--- config.mk ---
export PLATFORM = sky130hd
export DESIGN_NAME = alus_serial
export DESIGN_NICKNAME = d
export VERILOG_FILES = /design/src/rtl/alus_serial.sv
export SDC_FILE = /design/constraint.sdc
export NUM_CORES = 1
export LEC_CHECK = 0
export ABC_AREA = 1
export CORE_ASPECT_RATIO = 1.2
export CORE_MARGIN = 4
export CORE_UTILIZATION = 30
export CTS_BUF_LIST = sky130_fd_sc_hd__clkbuf_16
export DETAILED_ROUTE_END_ITERATION = 10
export PLACE_DENSITY_LB_ADDON = 0.2
export SYNTH_ARGS = -nofsm -noshare
export SYNTH_HDL_FRONTEND = slang
export SYNTH_SLANG_ARGS = --single-unit
--- constraint.sdc ---
create_clock -name clk -period 3.1 [get_ports clk]
set_input_delay 0.62 -clock clk [delete_from_list [all_inputs] [get_ports clk]]
set_output_delay 0.62 -clock clk [all_outputs]
set_load 0.005 [all_outputs]
--- src/rtl/alus_serial.sv ---
// Bit-serial shift/rotate engine: one single-bit shift or rotate per clock,
// bit-exact with the single-cycle shift unit, behind valid/ready handshakes.
module alus_serial (
    input  logic       clk,
    input  logic       rst_n,
    input  logic       in_valid,
    output logic       in_ready,
    input  logic [7:0] a,
    input  logic [2:0] cnt,
    input  logic [1:0] s,
    output logic       out_valid,
    input  logic       out_ready,
    output logic [7:0] result,
    output logic       co,
    output logic       busy
);
    localparam int DATA_W = 8;
    localparam int CNT_W  = 3;

    localparam logic [1:0] OP_SHL = 2'b00;
    localparam logic [1:0] OP_SHR = 2'b01;
    localparam logic [1:0] OP_ROL = 2'b10;
    localparam logic [1:0] OP_ROR = 2'b11;

    typedef enum logic [1:0] {IDLE, RUN, DONE} state_t;

    state_t            state, state_nxt;
    logic [DATA_W-1:0] r_q, r_nxt;
    logic              c_q, c_nxt;
    logic [CNT_W-1:0]  k_q, k_nxt;
    logic [1:0]        op_q, op_nxt;

    // One single-bit step; returns {carry, value}. Rotates leave the carry alone.
    function automatic logic [DATA_W:0] step(input logic [1:0] op,
                                             input logic [DATA_W-1:0] r,
                                             input logic c);
        case (op)
            OP_SHL:  step = {r[DATA_W-1], r[DATA_W-2:0], 1'b0};
            OP_SHR:  step = {r[0], 1'b0, r[DATA_W-1:1]};
            OP_ROL:  step = {c, r[DATA_W-2:0], r[DATA_W-1]};
            default: step = {c, r[0], r[DATA_W-1:1]};
        endcase
    endfunction

    // Rotate carry is the bit that wrapped last, which is where it now sits in R.
    function automatic logic carry_out(input logic [1:0] op,
                                       input logic [DATA_W-1:0] r,
                                       input logic c);
        case (op)
            OP_ROL:  carry_out = r[0];
            OP_ROR:  carry_out = r[DATA_W-1];
            default: carry_out = c;
        endcase
    endfunction

    always_comb begin
        state_nxt = state;
        r_nxt     = r_q;
        c_nxt     = c_q;
        k_nxt     = k_q;
        op_nxt    = op_q;
        case (state)
            IDLE: begin
                if (in_valid) begin
                    r_nxt     = a;
                    k_nxt     = cnt;
                    op_nxt    = s;
                    c_nxt     = 1'b0;
                    state_nxt = (cnt == '0) ? DONE : RUN;
                end
            end
            RUN: begin
                {c_nxt, r_nxt} = step(op_q, r_q, c_q);
                k_nxt          = k_q - 3'd1;
                if (k_q == 3'd1) state_nxt = DONE;
            end
            DONE: begin
                if (out_ready) state_nxt = IDLE;
            end
            default: state_nxt = IDLE;
        endcase
    end

    always_ff @(posedge clk or negedge rst_n) begin
        if (!rst_n) begin
            state <= IDLE;
            r_q   <= '0;
            c_q   <= 1'b0;
            k_q   <= '0;
            op_q  <= '0;
        end else begin
            state <= state_nxt;
            r_q   <= r_nxt;
            c_q   <= c_nxt;
            k_q   <= k_nxt;
            op_q  <= op_nxt;
        end
    end

    assign in_ready  = (state == IDLE);
    assign out_valid = (state == DONE);
    assign busy      = (state != IDLE);
    assign result    = r_q;
    assign co        = carry_out(op_q, r_q, c_q);

endmodule

# --- Yosys cells after proc, flatten, opt, wreduce, memory -nomap -nowiden ---
# Index checks and enable logic that the tools add are counted.
op_classes:
  mul: 0
  muxes: 13
  magnitude_cmp: 0
  div: 0
  eq_ne: 11
  n_shift: 0
  addsub: 1
  n_bitwise: 0
  n_reduce_logical: 9
ops:
  columns: ["operator", "count"]
  rows:
  - ["9-bit one-hot mux with 3 select lines", 1]
  - ["8-bit one-hot mux with 2 select lines", 1]
  - ["2-bit two-way mux", 4]
  - ["8-bit two-way mux", 1]
  - ["2-bit equality test (second input constant)", 3]
  - ["2-bit inequality test (second input constant)", 3]
  - ["2-bit one-hot mux with 3 select lines", 1]
  - ["3-bit one-hot mux with 2 select lines", 1]
  - ["2-bit by 1-bit equality test with 1-bit output (second input constant)", 2]
  - ["2-bit logical NOT", 2]
  - ["1-bit one-hot mux with 2 select lines", 2]
  - ["2-bit AND reduction", 2]
  - ["4-bit AND reduction", 1]
  - ["2-bit nonzero test", 2]
  - ["3-bit by 1-bit equality test with 1-bit output (second input constant)", 1]
  - ["3-bit logical NOT", 1]
  - ["3-bit two-way mux", 1]
  - ["3-bit by 1-bit inequality test with 1-bit output (second input constant)", 1]
  - ["3-bit AND reduction", 1]
  - ["3-bit by 1-bit subtractor with 3-bit output (second input constant)", 1]
  - ["2-bit by 1-bit inequality test with 1-bit output (second input constant)", 1]
  - ["1-bit two-way mux", 1]
totals:
  regBits: 16
  input_bits: 17
  memories: 0
  romBits: 0
  latchBits: 0
  ram_bits: 0

# --- Logic depth before layout (Yosys ltp) ---
# Gate-level depths: netlist of the first run.
logic_depth:
  word_depth: 4
  mapped_depth: 7
  mapped_depth_nobuf: 7

# --- Least setup slack after synthesis of the first run ---
# No wires, ideal clock.
synth_timing:
  kind: "flip-flop to output port"
  from: "register state[0]"
  to: "output busy"
  stages_incl_launch_ff: 3
  t_required_ps: 2480
  path_slack_ps: 1710
  arrival_ps: 770
  path_cell_list: "dfrtp_1 > nor2_1 > inv_1"
synth_via:
  elab_chain_len: 1
synth_lines:
  columns: ["item", "line", "rtl"]
  rows:
  - ["start, declared", "27", "state_t state, state_nxt;"]
  - ["start signal, assigned", "92", "state <= state_nxt;"]
  - ["2-bit nonzero test", "102", "assign busy = (state != IDLE);"]
  - ["end, declared", "15", "output logic busy"]
# No other way between the ends.

# --- Worst setup path in the final report of the first run ---
# Ends and elaborated chain as after synthesis.

==> impl_metrics.yaml, run 1 <==
synth:
  synthMuxAreaShare: 0
  async_flop_share: 1.000
  synth_fa_ha_area_frac: 0.02454
  synth_cell_types: 17
  syn_area_mm2: 0.001020
  avgSynthCellArea_um2: 6.844
  ys_warn_count: 0
  ys_seq_area_frac: 0.3926
  synth_edf_count: 0
  netlist_top_cells_count: "nand2_1, nor2_1, inv_1, dfrtp_1, nand3_1"
  syn-num-nets: 168
  synth_most_common_cell: "nand2_1"
  yosys.area.top_type: "dfrtp_1"
  synthFlopType: "dfrtp_1"
  yosys_register_bits: 16
  ys_top_cells_by_area: "dfrtp_1, nand2_1, nor2_1"
  synth_compound_area_frac: 0.1301
  synth-xor-area-share: 0
  synth_top_family_by_area: "simple AND/OR/NAND/NOR gates"
  synth_simple_gate_area_frac: 0.3337
  synth_top_area_frac: 0.3926
  netlist_instances: 149
clock_network:
  cts_hold_buffers: 0
  tritoncts: "yes"
  ctsHtreeMaxLevel: 1
  clkTransAtPathRegs_ns: 0.05
  post-cts-setup-buffer-count: 0
  numCtsBuffers: 3
  cts_sinks: 16
  clockBufferDepth: 2
  cts-resized-gates: 0
  clk_latency_ns: 0.25
  cts-root-buf: "clkbuf_16"
layout:
  drive_above_1_share: 0.05056
  final_util: 0.4411
  diodes: 0
  fill_cells: 321
  nNetsFinal: 198
  instances_no_fill: 214
  area_growth_pct: 36.93
grt:
  overflow: 0
  grt_max_degree: 18
  antenna_found_initial: 0
  grt_use_total: 0.1222
  grt_pass1_vias: 941
  grt_pass1_wl_mm: 4.126
pwr:
  leakage_nw: 0.7077
  irDropWorstVdd_v: 0.0005211
  power_mw: 1.441
  powerDensity_mw_per_mm2: 1032
floorplanning:
  die_h_um: 71.87
  core_area_mm2: 0.003166
  initial_core_util: 0.3221
  die_w_um: 61.22
  fp.dieArea_mm2: 0.004400
  pin_count: 29
  rows: 22
sta:
  slew_violations: 0
  max_slew_margin: 0.5043
  fmax_ghz: 0.4186
  finalCritPeriodShare: 0.7706
  final_hold_viol_count: 0
  tns_ns: 0
  period_needed_ns: 2.389
  rsz0062_at_grt: "no"
  clock_skew_ns: 0.001165
  timing.hold.ws_ns: 0.4989
  setup_viol: 0
  max_slew.worst_pin.slew_ns: 0.7413
outcome:
  outcome: "complete, no violations"
worst_hold_path:
  hold_path_depth: 2
  hp-start: "c_q$_DFFE_PN0P_"
  hold_class: "reg -> reg"
critical_path:
  crit_buf_inv: 2
  crit_path_top_delay_cell: "dfrtp_1"
  required_ns: 2.48
  end_kind: "primary output"
  path_depth: 3
  criticalPathCategory: "reg -> out"
  reg2reg_depth: 4
  path_cells: "nor2_1 -> inv_1 -> clkdlybuf4s50_1"
  cp.arrival_ns: 1.77
  r2r_start: "state[0]$_DFFE_PN0P_"
  cpPeakStageDelay_ns: 0.70
  critPathMaxFanout: 13
  startpoint_type: "flip-flop"
  startpoint: "state[0]$_DFFE_PN0P_"
  crit_family: "flip-flops"
detailed_routing:
  drt_iter0_drc: 36
  drc: 0
  postRouteAntennaNets: 0
  num_vias: 1004
  viasPerCell: 4.692
  dr.pass1.iters: 4
  wl_mm: 2.438
  wire_per_inst_um: 11.39
placed_design:
  io_buffers: 28
  place_congestion: 0.8233
  dp.cells: 210
  hpwl_mm: 1.867
job:
  maxCapViolCount: 0
-- state kept, by name, summed over array words and instances (netlist names) --
name and count:
c_q 1, op_q 2, result 8, state 2, k_q 3
-- through the flow --
stage | worst slack [ns] | area (um2)
after CTS | 0.6908 | 1396
after global placement | 1.019 | 1318
after floorplan | 1.710 | 1020
final | 0.7112 | 1396
after global routing | 0.5801 | 1396
after detailed placement | 0.9614 | 1318
-- worst reg2reg max path, stage by stage, from the launching register on --
cell,delay [ns]
dfrtp_1,0.59
o21ai_4,0.48
inv_2,0.14
nand3_1,0.10
o21ai_0,0.07
-- final timing paths --
check,slack (ns),end
min,0.50,c_q$_DFFE_PN0P_
max,0.71,busy
max in group asynchronous,1.82,result[1]$_DFFE_PN0P_
min reg2reg,0.50,c_q$_DFFE_PN0P_
max reg2reg,1.61,k_q[2]$_DFFE_PN0P_
min in group asynchronous,0.81,result[3]$_DFFE_PN0P_
-- layer usage --
layer  track usage  vias to the layer above  wire, um
li1              -                      518         -
met1        0.1484                      453      1034
met5             0                        -         0
met3       0.01982                        5       148
met4       0.05783                        0        54
met2        0.2035                       28      1201
-- cell families after synthesis --
family,after synthesis
simple gates,82
buf+inv,28
compound gates,21
flops,16
fa+ha+maj,2
-- placed cells by master, fill, tap and decap left out --
master / count
o21ai_4: 1
ha_1: 2
a21oi_1: 3
inv_2: 3
nor2_4: 1
nand2_4: 1
inv_1: 22
o21bai_1: 1
clkbuf_16: 3
clkdlybuf4s50_1: 28
o21ai_0: 10
nand2_1: 42
a21boi_1: 5
nand3_1: 14
a31oi_1: 1
clkinv_1: 1
nor2_1: 24
dfrtp_1: 16
-- final cells by class --
cell class,count,area (um2),area share
Inverter,25,93.84,0.06720
Tap cell,36,45.04,0.03226
Sequential cell,16,400.4,0.2867
Multi-Input combinational cell,105,498.0,0.3566
Timing Repair Buffer,28,280.3,0.2007
Clock buffer,3,75.07,0.05376
Clock inverter,1,3.754,0.002688
-- where the power goes --
group / switching (mW) / internal (mW) / leakage [nW] / total, mW
Clock: 0.0843 / 0.171 / 0.0385 / 0.256
Sequential: 0.126 / 0.316 / 0.189 / 0.442
Combinational: 0.388 / 0.356 / 0.480 / 0.743
Total: 0.598 / 0.843 / 0.708 / 1.44
Note: power is estimated with default switching activity, not from simulation.
==> run 2, diff against run 1 <==
Clock period 3.1 ns to 2.4 ns, I/O delays scaled along.
==> run 2 against run 1 <==
Die area unchanged; worst setup slack worse by 0.55 ns; routed wire length down 0.66%.
==> impl_metrics.yaml, run 2 (synthesized netlist as in run 1, its figures left out) <==
sta:
  setup_viol: 0
  timing.hold.ws_ns: 0.5256
  max_slew_margin: 0.5136
  max_slew.worst_pin.slew_ns: 0.7273
  period_needed_ns: 2.239
  slew_violations: 0
  fmax_ghz: 0.4467
  tns_ns: 0
  clock_skew_ns: 0.003167
  final_hold_viol_count: 0
  finalCritPeriodShare: 0.9328
  rsz0062_at_grt: "no"
floorplanning:
  pin_count: 29
  die_w_um: 61.22
  initial_core_util: 0.3221
  die_h_um: 71.87
  core_area_mm2: 0.003166
  rows: 22
  fp.dieArea_mm2: 0.004400
clock_network:
  cts_sinks: 16
  cts_hold_buffers: 0
  cts-resized-gates: 0
  clkTransAtPathRegs_ns: 0.05
  numCtsBuffers: 3
  post-cts-setup-buffer-count: 0
  ctsHtreeMaxLevel: 1
  clk_latency_ns: 0.24
  cts-root-buf: "clkbuf_16"
  clockBufferDepth: 2
  tritoncts: "yes"
critical_path:
  required_ns: 1.92
  reg2reg_depth: 4
  end_kind: "primary output"
  startpoint_type: "flip-flop"
  cp.arrival_ns: 1.76
  critPathMaxFanout: 12
  criticalPathCategory: "reg -> out"
layout:
  mostFrequentLayoutCell: "nand2_1"
  largest_reg_flops: 8
  nNetsFinal: 199
  diodes: 0
  final_cell_mix: "nand2_1, clkdlybuf4s50_1, nor2_1, inv_1, dfrtp_1"
  drive_above_1_share: 0.05587
  area_growth_pct: 37.67
detailed_routing:
  top_layer: "met4"
  drt_iter0_drc: 26
  postRouteAntennaNets: 0
  wl_mm: 2.422
  wire_per_inst_um: 11.27
  wl_met2_mm: 1.180
  viasPerCell: 4.623
  wl_met1_mm: 1.065
  dr.pass1.iters: 4
  num_vias: 994
  drc: 0
  wl_met3_um: 154
worst_hold_path:
  hold_class: "reg -> reg"
  hold_path_depth: 2
outcome:
  outcome: "complete, no violations"
job:
  maxCapViolCount: 0
placed_design:
  hpwl_mm: 1.931
  place_congestion: 0.8368
  io_buffers: 28
pwr:
  leakage_nw: 0.7127
  powerDensity_mw_per_mm2: 1329
  irDropWorstVdd_v: 0.0006757
grt:
  grt_pass1_wl_mm: 4.146
  antenna_found_initial: 0
  grt_use_total: 0.1223
  overflow: 0
  grt_pass1_vias: 977
  grt_max_degree: 18
==> run 2: metal layers <==
metal / GRT usage / vias up
met4: 0.03614 / 0
li1: - / 520
met5: 0 / -
met2: 0.2024 / 24
met1: 0.1553 / 448
met3: 0.02703 / 2
==> run 2: final cells by class <==
cell class                      count  area [um2]
Fill cell                         334        1762
Sequential cell                    16       400.4
Clock inverter                      1       3.754
Multi-Input combinational cell    105       498.0
Inverter                           25       93.84
Clock buffer                        3       75.07
Timing Repair Buffer               29       287.8
Tap cell                           36       45.04
==> run 2: metrics by stage <==
step | total power [mW] | utilization | worst slack [ns] | instances | cell area [um2]
after floorplan | 1.172 | - | 1.150 | 149 | 1020
after global placement | 1.541 | 0.4186 | 0.4913 | 211 | 1325
after detailed placement | 1.570 | 0.4186 | 0.4115 | 211 | 1325
after CTS | 1.897 | 0.4435 | 0.1493 | 215 | 1404
after global routing | 2.070 | 0.4435 | 0.009350 | 215 | 1404
final | 1.866 | 0.4435 | 0.1613 | 215 | 1404
==> run 2: critical path: stages (launching register included) <==
cell,delay [ns]
dfrtp_1,0.48
inv_1,0.23
nand2_1,0.11
a31oi_1,0.17
clkdlybuf4s50_1,0.53
==> run 2: power breakdown <==
group	switching [mW]	internal (mW)
combinational	0.524	0.469
clock	0.101	0.221
sequential	0.143	0.409
total	0.768	1.10
==> run 2: worst paths after layout <==
path / slack [ns] / start / end
hold reg to reg: 0.53 / c_q$_DFFE_PN0P_ / c_q$_DFFE_PN0P_
min in group asynchronous: 0.67 / rst_n / result[3]$_DFFE_PN0P_
hold / removal: 0.53 / c_q$_DFFE_PN0P_ / c_q$_DFFE_PN0P_
setup reg to reg: 1.05 / state[0]$_DFFE_PN0P_ / k_q[2]$_DFFE_PN0P_
setup / recovery: 0.16 / op_q[0]$_DFFE_PN0P_ / co
max in group asynchronous: 1.27 / rst_n / op_q[0]$_DFFE_PN0P_
==> run 3, diff against run 2 <==
Settings changed: SETUP_SLACK_MARGIN set to 0.02.
==> run 3 against run 2 <==
Design area is the same; flip-flop and latch count unchanged; sequential share of layout area did not move; hold slack unchanged; sequential power hardly changed; first-iteration DRC count unchanged; critical path depth unchanged; total power grew 0.10%; critical path type unchanged; critical endpoint unchanged.
==> impl_metrics.yaml, run 3 (synthesized netlist as in run 1, its figures left out) <==
layout:
  largest_reg_flops: 8
  diodes: 0
  nNetsFinal: 199
  final_util: 0.4435
  final_cell_mix: "nand2_1, clkdlybuf4s50_1, nor2_1, inv_1, dfrtp_1"
  drive_above_1_share: 0.06145
  instances_no_fill: 215
  mostFrequentLayoutCell: "nand2_1"
  area_growth_pct: 37.67
critical_path:
  critPathMaxFanout: 12
  reg2reg_slack_ns: 1.05
  startpoint_type: "flip-flop"
  criticalPathCategory: "reg -> out"
  end_kind: "primary output"
  timing.rr.end: "k_q[2]$_DFFE_PN0P_"
  cp.arrival_ns: 1.68
  reg2reg_depth: 4
  required_ns: 1.92
  r2r_start: "state[0]$_DFFE_PN0P_"
clock_network:
  tritoncts: "yes"
  cts_sinks: 16
  post-cts-setup-buffer-count: 0
  numCtsBuffers: 3
  clk_latency_ns: 0.24
  clkTransAtPathRegs_ns: 0.05
  cts-root-buf: "clkbuf_16"
  clockBufferDepth: 2
  ctsHtreeMaxLevel: 1
detailed_routing:
  viasPerCell: 4.628
  drc: 0
  postRouteAntennaNets: 0
  wire_per_inst_um: 11.26
  wl_mm: 2.421
  dr.pass1.iters: 4
  drt_iter0_drc: 26
  num_vias: 995
pwr:
  irDropWorstVdd_v: 0.0006777
  pwr-share-clk: 0.172
  leakage_nw: 0.7112
  comb_power_share: 0.532
  powerDensity_mw_per_mm2: 1331
  switchingPower_mw: 0.7690
  internal_power_mw: 1.099
  switching_share: 0.4117
  seq_power_share: 0.296
placed_design:
  place_congestion: 0.8368
  io_buffers: 28
  hpwl_mm: 1.931
  dp.cells: 211
grt:
  grt_pass1_vias: 977
  overflow: 0
  grt_max_degree: 18
  grt_pass1_wl_mm: 4.146
  antenna_found_initial: 0
  grt_use_total: 0.1223
floorplanning:
  die_h_um: 71.87
  initial_core_util: 0.3221
  die_w_um: 61.22
  core_area_mm2: 0.003166
  rows: 22
  pin_count: 29
  fp.dieArea_mm2: 0.004400
worst_hold_path:
  hp-start: "c_q$_DFFE_PN0P_"
  hold_class: "reg -> reg"
  hold_end: "c_q$_DFFE_PN0P_"
  hold_path_depth: 2
sta:
  slew_violations: 0
  finalCritPeriodShare: 0.9002
  tns_ns: 0
  setup_viol: 0
  final_hold_viol_count: 0
  period_needed_ns: 2.161
  clock_skew_ns: 0.003167
  max_slew.worst_pin.slew_ns: 0.7276
  max_slew_margin: 0.5134
  rsz0062_at_grt: "no"
  fmax_ghz: 0.4628
job:
  maxCapViolCount: 0
outcome:
  outcome: "complete, no violations"
-- run 3: routing by layer --
layer  part of all wire  vias up  track usage
met2               0.49       24       0.2024
met3              0.064        2      0.02703
met1               0.44      448       0.1553
li1                   -      521            -
met4             0.0087        0      0.03614
met5                  0        -            0
-- run 3: worst max-delay path by stage --
stage | slack (ns) | cells past startpoint | startpoint | endpoint
detailed placement | 0.41 | 4 | op_q[0]$_DFFE_PN0P_ | co
CTS | 0.15 | 4 | op_q[0]$_DFFE_PN0P_ | co
global placement | 0.49 | 4 | op_q[0]$_DFFE_PN0P_ | co
floorplan | 1.15 | 2 | state[0]$_DFFE_PN0P_ | busy
global route | 0.10 | 4 | op_q[0]$_DFFE_PN0P_ | co
finish | 0.24 | 4 | op_q[0]$_DFFE_PN0P_ | co
-- run 3: layout make-up --
type	instances	area (um2)
clock buffer	3	75.07
clock inverter	1	3.754
fill	334	1762
inverter	25	93.84
multi-input combinational	105	498.0
sequential	16	400.4
tap	36	45.04
timing repair buffer	29	287.8
-- run 3: per-stage QoR --
| stage | worst slack, ns | area, um2 | hold WS [ns] | power (mW) |
|---|---|---|---|---|
| after floorplan | 1.150 | 1020 | 0.1844 | 1.172 |
| after global placement | 0.4913 | 1325 | 0.4889 | 1.541 |
| after detailed placement | 0.4115 | 1325 | 0.5099 | 1.570 |
| after CTS | 0.1493 | 1404 | 0.5216 | 1.897 |
| after global routing | 0.1027 | 1404 | 0.5797 | 2.072 |
| final | 0.2395 | 1404 | 0.5256 | 1.868 |
-- run 3: worst max-delay path: stages (launching register included) --
cell,delay [ns]
dfrtp_1,0.49
inv_2,0.17
nand2_1,0.09
a31oi_1,0.16
clkdlybuf4s50_1,0.53
-- run 3: what timing repair did --
action / 4_1_cts / 5_1_grt
setup endpoints to repair: 0 / 1
hold buffers: 0 / 0
hold endpoints to repair: 0 / 0
resized for setup: 0 / 1
-- run 3: power groups by stage --
| stage | combinational [mW] | sequential, mW | clock [mW] |
|---|---|---|---|
| after global placement | 0.991 | 0.550 | 0 |
| after floorplan | 0.656 | 0.516 | 0 |
| after global routing | 1.15 | 0.578 | 0.348 |
| final | 0.993 | 0.553 | 0.322 |
| after CTS | 1.01 | 0.555 | 0.329 |
| after detailed placement | 1.01 | 0.558 | 0 |
